$ cat src/rtl/pc_unit.sv
// Fetch-stage program counter: reset/exception vectoring, branch redirect, stall,
// and a circular return-address stack that keeps the newest RAS_DEPTH links.
module pc_unit #(
  parameter int unsigned           ADDR_WIDTH   = 32,
  parameter logic [ADDR_WIDTH-1:0] RESET_VECTOR = 'h400,
  parameter logic [ADDR_WIDTH-1:0] EXC_VECTOR   = 'h180,
  parameter int unsigned           INSTR_BYTES  = 4,
  parameter int unsigned           RAS_DEPTH    = 4
) (
  input  logic                         clk,
  input  logic                         rst,
  input  logic                         stall,
  input  logic                         redirect_valid,
  input  logic [ADDR_WIDTH-1:0]        redirect_pc,
  input  logic                         exception,
  input  logic                         ras_push,
  input  logic                         ras_pop,
  output logic [ADDR_WIDTH-1:0]        pc,
  output logic [ADDR_WIDTH-1:0]        link_addr,
  output logic [ADDR_WIDTH-1:0]        epc,
  output logic [ADDR_WIDTH-1:0]        bad_addr,
  output logic [1:0]                   cause,
  output logic                         exc_taken,
  output logic [$clog2(RAS_DEPTH):0]   ras_count,
  output logic                         ras_empty,
  output logic                         ras_full,
  output logic                         ras_underflow
);

  localparam int unsigned           PTR_W      = $clog2(RAS_DEPTH);
  localparam int unsigned           CNT_W      = PTR_W + 1;
  localparam logic [ADDR_WIDTH-1:0] STEP       = ADDR_WIDTH'(INSTR_BYTES);
  localparam logic [ADDR_WIDTH-1:0] ALIGN_MASK = ADDR_WIDTH'(INSTR_BYTES - 1);
  localparam logic [CNT_W-1:0]      CNT_MAX    = CNT_W'(RAS_DEPTH);
  localparam logic [1:0]            CAUSE_NONE = 2'd0;
  localparam logic [1:0]            CAUSE_EXT  = 2'd1;
  localparam logic [1:0]            CAUSE_MIS  = 2'd2;

  logic [ADDR_WIDTH-1:0] pc_q, pc_d;
  logic [ADDR_WIDTH-1:0] epc_q, epc_d;
  logic [ADDR_WIDTH-1:0] bad_addr_q, bad_addr_d;
  logic [1:0]            cause_q, cause_d;
  logic                  exc_taken_q, exc_taken_d;
  logic                  underflow_q, underflow_d;
  logic [CNT_W-1:0]      ras_cnt_q, ras_cnt_d;
  logic [PTR_W-1:0]      ras_top_q, ras_top_d;
  logic [ADDR_WIDTH-1:0] ras_mem_q [RAS_DEPTH];

  logic                  misaligned;
  logic                  take_exc;
  logic                  is_empty;
  logic                  is_full;
  logic                  pop_req;
  logic                  pop_hit;
  logic                  pop_under;
  logic                  push_en;
  logic                  ras_wr_en;
  logic [PTR_W-1:0]      ras_wr_idx;
  logic [ADDR_WIDTH-1:0] next_seq;
  logic [ADDR_WIDTH-1:0] top_entry;

  // Masking (instead of slicing) keeps INSTR_BYTES=1 legal: the mask is zero.
  assign misaligned = redirect_valid && ((redirect_pc & ALIGN_MASK) != '0);
  assign take_exc   = exception || misaligned;
  assign next_seq   = pc_q + STEP;
  assign is_empty   = (ras_cnt_q == '0);
  assign is_full    = (ras_cnt_q == CNT_MAX);
  assign top_entry  = ras_mem_q[ras_top_q];

  // A redirect outranks a return, so the pop is dropped when both arrive.
  assign pop_req    = ras_pop && !stall && !take_exc && !redirect_valid;
  assign pop_hit    = pop_req && !is_empty;
  assign pop_under  = pop_req && is_empty;
  assign push_en    = ras_push && !stall && !take_exc;

  always_comb begin
    pc_d        = pc_q;
    epc_d       = epc_q;
    bad_addr_d  = bad_addr_q;
    cause_d     = cause_q;
    exc_taken_d = 1'b0;
    underflow_d = 1'b0;
    if (exception) begin
      pc_d        = EXC_VECTOR;
      epc_d       = pc_q;
      cause_d     = CAUSE_EXT;
      exc_taken_d = 1'b1;
    end else if (misaligned) begin
      pc_d        = EXC_VECTOR;
      epc_d       = pc_q;
      bad_addr_d  = redirect_pc;
      cause_d     = CAUSE_MIS;
      exc_taken_d = 1'b1;
    end else if (redirect_valid) begin
      pc_d = redirect_pc;
    end else if (pop_hit) begin
      pc_d = top_entry;
    end else if (pop_under) begin
      underflow_d = 1'b1;
      pc_d        = next_seq;
    end else if (!stall) begin
      pc_d = next_seq;
    end
  end

  // Push+pop on a non-empty stack swaps the top in place; a plain push when
  // full advances the pointer onto the oldest slot, overwriting it.
  always_comb begin
    ras_top_d  = ras_top_q;
    ras_cnt_d  = ras_cnt_q;
    ras_wr_en  = 1'b0;
    ras_wr_idx = ras_top_q;
    if (push_en && pop_hit) begin
      ras_wr_en = 1'b1;
    end else if (push_en) begin
      ras_wr_en  = 1'b1;
      ras_wr_idx = ras_top_q + PTR_W'(1);
      ras_top_d  = ras_top_q + PTR_W'(1);
      if (!is_full) ras_cnt_d = ras_cnt_q + CNT_W'(1);
    end else if (pop_hit) begin
      ras_top_d = ras_top_q - PTR_W'(1);
      ras_cnt_d = ras_cnt_q - CNT_W'(1);
    end
  end

  always_ff @(posedge clk) begin
    if (rst) begin
      pc_q        <= RESET_VECTOR;
      epc_q       <= '0;
      bad_addr_q  <= '0;
      cause_q     <= CAUSE_NONE;
      exc_taken_q <= 1'b0;
      underflow_q <= 1'b0;
      ras_cnt_q   <= '0;
      ras_top_q   <= PTR_W'(RAS_DEPTH - 1);
    end else begin
      pc_q        <= pc_d;
      epc_q       <= epc_d;
      bad_addr_q  <= bad_addr_d;
      cause_q     <= cause_d;
      exc_taken_q <= exc_taken_d;
      underflow_q <= underflow_d;
      ras_cnt_q   <= ras_cnt_d;
      ras_top_q   <= ras_top_d;
    end
  end

  // Stack contents need no reset; only the count says what is valid.
  always_ff @(posedge clk) begin
    if (!rst && ras_wr_en) ras_mem_q[ras_wr_idx] <= next_seq;
  end

  assign pc            = pc_q;
  assign link_addr     = next_seq;
  assign epc           = epc_q;
  assign bad_addr      = bad_addr_q;
  assign cause         = cause_q;
  assign exc_taken     = exc_taken_q;
  assign ras_count     = ras_cnt_q;
  assign ras_empty     = is_empty;
  assign ras_full      = is_full;
  assign ras_underflow = underflow_q;

endmodule

$ cat config.mk
export PLATFORM = sky130hd
export DESIGN_NAME = pc_unit
export DESIGN_NICKNAME = d
export VERILOG_FILES = /design/src/rtl/pc_unit.sv
export SDC_FILE = /design/constraint.sdc
export NUM_CORES = 1
export LEC_CHECK = 0
export ABC_AREA = 1
export CAP_MARGIN = 20
export CORE_ASPECT_RATIO = 0.75
export CORE_UTILIZATION = 57
export CTS_CLUSTER_DIAMETER = 200
export DETAILED_ROUTE_END_ITERATION = 12
export MAX_ROUTING_LAYER = met4
export PLACE_DENSITY = 0.85
export SLEW_MARGIN = 20
export SYNTH_ARGS = -nofsm -noshare
export SYNTH_HDL_FRONTEND = slang
export SYNTH_SLANG_ARGS = --single-unit
$ cat constraint.sdc
create_clock -name clk -period 5.45 [get_ports clk]
set_input_delay 0.545 -clock clk [delete_from_list [all_inputs] [get_ports clk]]
set_output_delay 0.545 -clock clk [all_outputs]
set_load 0.1 [all_outputs]
==> run_results.csv <==
group,metric,value,unit
synthesis,synth-main-ff-cell,"edfxtp_1",
cts,ctsResizeCount,0,
power,switching_share,0.2911,
drt,routedWlPerCell,19.83,µm
synthesis,async_reset_ff_frac,0,
floorplan,start_util,0.5904,
finish,fin_nets,1324,
finish,drive_gt1_frac,0.05805,
worst_setup_path,cp.required,4.91,ns
power,power.leakage,0.004579,µW
cts,numCtsBuffers,22,
cts,clkLatencyLatePin,0.52,ns
status,outcome,"finished clean",
worst_setup_path,r2r_slack,2.33,ns
placement,port_buffers,175,
worst_setup_path,setup.worst_path.end,"link_addr[12]",
timing,timing.slew.headroom,0.2879,
drt,drt_pass1_iterations,6,
run,max_cap_viol_count,0,
global_routing,use_met3,0.05817,
synthesis,synth_edf_count,128,
drt,num_vias,8843,
cts,cts-root-buf,"clkbuf_16",
worst_setup_path,reg2reg_from,"ras_count[0]$_SDFFE_PP0P_",
global_routing,antenna_found_initial,0,
synthesis,ys_seq_elements,235,
worst_setup_path,cp-end-kind,"output pin",
synthesis,synth_top_cell_area_share,0.3811,
placement,hpwl,21.05,mm
worst_hold_path,worstHoldPathCells,2,
placement,dp.cells,1492,
timing,skew,0.02107,ns
global_routing,busiest_layer,"met1",
timing,finalCritPeriodShare,0.7517,
worst_setup_path,ff2ff_path_depth,11,
timing,slew_viol_final,0,
synthesis,synthCells,1126,
worst_setup_path,start_kind,"register",
global_routing,gr-total-overflow,0,
global_routing,gr-usage-met1,0.5187,
drt,routed_wl,30.30,mm
synthesis,avgSynthCellArea,8.957,µm²
worst_setup_path,crit_fanout,6,
cts,clk_pin_slew,0.06,ns
finish,syn2layout_area_growth,25.03,%
global_routing,use_met2,0.4930,
cts,cts_tree,"yes",
timing,hold_viol,0,
power,p_switching,1182,µW
drt,final_antenna_net_count,0,
timing,finalCriticalPeriod,4.097,ns
power,clkPwrFrac,0.361,
cts,cts_hold_buf,0,
cts,htreeDepth,1,
timing,finalSetupViolCount,0,
synthesis,ys_warn_count,0,
worst_setup_path,r2r-end,"ras_mem_q[2][19]$_DFFE_PP_",
worst_hold_path,min-delay-path-class,"register to register",
floorplan,num_io_pins,176,
power,power_density,321.9,nW/µm²
power,intPower,2878,µW
drt,drc,0,
timing,worstMarginPinSlew,1.065,ns
synthesis,yosysSeqAreaShare,0.5935,
floorplan,die_area,18240,µm²
worst_setup_path,cp-startpoint,"pc[3]$_SDFFE_PP0P_",
power,comb_power_share,0.163,
cts,postCtsSetupBuffers,0,
timing,max_freq,244.1,MHz
timing,setup_tns,0,ns
finish,instances_no_fill,1528,
placement,gp_congestion,0.9864,
cts,cts_buffer_depth,3,
floorplan,core_area,17080,µm²
global_routing,grt_pass1_vias,8111,
synthesis,synth_fp_nets,1170,
floorplan,num_rows,41,
global_routing,grt_max_degree,66,
synthesis,yosysTopAreaCell,"edfxtp_1",
drt,vias_per_cell,5.787,
cts,cts.sinks,235,
worst_setup_path,crit_type,"register to output pin",
power,seqPwrFrac,0.476,
synthesis,synth_cell_types,35,
synthesis,syn_area,10090,µm²
power,ir_drop,0.2504,mV
floorplan,die_w,155.6,µm
finish,insertedDiodeCount,0,
drt,drt_iter0_drc,1107,
worst_setup_path,worstPathArrival,3.55,ns
global_routing,track_usage,0.3479,
synthesis,synth_area_leaders,"edfxtp_1, dfxtp_1, nand2_1, nor2_1, o21ai_0",
global_routing,grt_pass1_wl,46.13,mm
timing,rsz0062_at_grt,"no",
floorplan,die-height,117.2,µm
## sequential cells by signal, indices dropped and copies added, names as in the netlist, named ones only
signal and count:
ras_count 3, ras_top_q 2, bad_addr 32, pc 30
epc 32, ras_underflow 1, ras_mem_q 128, exc_taken 1
cause 2
## synth_stat cells, types with 8 or more instances
library cell / number
nor2_1: 168
a21oi_1: 69
clkbuf_1: 25
o21ai_1: 17
dfxtp_1: 107
inv_1: 55
nand3_1: 76
nor2_2: 8
o211ai_1: 8
nand2_1: 252
inv_2: 8
xor2_1: 10
o21ai_0: 120
edfxtp_1: 128
buf_2: 19
## per-stage QoR
step                hold slack, ns  utilization  area (µm²)  power [µW]  setup slack [ns]
global route                0.4808       0.7382       12610        4170             1.222
floorplan                   0.5085            -       10090        2434            0.9960
finish                      0.4641       0.7382       12610        4059             1.353
global placement            0.4439       0.6985       11930        2612             1.507
detailed placement          0.4494       0.6988       11940        2620             1.313
CTS                         0.4658       0.7382       12610        4059             1.411
## worst min path at each step
stage                                   start              endpoint
finish                   epc[22]$_SDFFE_PP0P_  epc[22]$_SDFFE_PP0P_
global route             epc[20]$_SDFFE_PP0P_  epc[20]$_SDFFE_PP0P_
CTS                      epc[26]$_SDFFE_PP0P_  epc[26]$_SDFFE_PP0P_
detailed placement       epc[26]$_SDFFE_PP0P_  epc[26]$_SDFFE_PP0P_
global placement         epc[29]$_SDFFE_PP0P_  epc[29]$_SDFFE_PP0P_
floorplan           ras_top_q[1]$_SDFFE_PP1P_              register
## cells in the final DEF, fill, tap and decap left out, types with 2 or more instances in the layout
master,n
ha_1,4
nand2_2,6
nand4_1,3
o211ai_1,8
o21ai_1,17
buf_4,11
nor2_4,3
clkbuf_16,22
dfxtp_1,106
o21ai_0,120
o22ai_1,6
o221ai_1,3
a22o_1,5
nor2_1,164
nand2_4,2
a21oi_1,69
clkbuf_8,3
edfxtp_1,128
inv_2,8
inv_1,55
nand3_1,75
clkinv_1,2
xor2_1,10
clkbuf_1,6
clkdlybuf4s50_1,175
nor2_2,12
a31oi_1,3
nand2_1,252
nor3_1,2
## logic make-up (layout without fill, tap and decap cells)
family	Yosys count	after routing	share of synthesized area
and+or+nand+nor	525	525	0.2167
DFF	235	235	0.5935
AOI/OAI and AO/OA	232	232	0.1216
buffers and inverters	119	285	0.05260
xor gates and xnor gates	10	10	0.008683
adders and majority gates	5	5	0.006947
## layer usage
layer,up-vias,share of wire
met5,-,0
met4,0,0.025
met3,63,0.12
met2,588,0.42
met1,4108,0.43
li1,4084,-
## power groups by stage
stage	combinational (µW)	sequential (µW)	clock, µW
final	661	1930	1470
after global routing	686	1930	1550
after CTS	656	1930	1470
after detailed placement	652	1970	0
after global placement	644	1970	0
after floorplan	232	2200	0
## area by class of cell
class,count,area (µm²)
clock inverter,5,58.81
multi-input combinational,772,3585
sequential,235,5987
clock buffer,31,614.3
inverter,63,236.5
fill,1274,4472
timing repair buffer,186,1834
tap,236,295.3
## critical path, cell delays in order, from the launching register on
cell and delay [ns]:
dfxtp_1 0.44, ha_1 0.26, nand2_1 0.07, nor2_1 0.18, nand2_2 0.15, nor2_4 0.17, xor2_1 0.50, clkdlybuf4s50_1 1.26
Note: power is estimated with default switching activity, not from simulation.
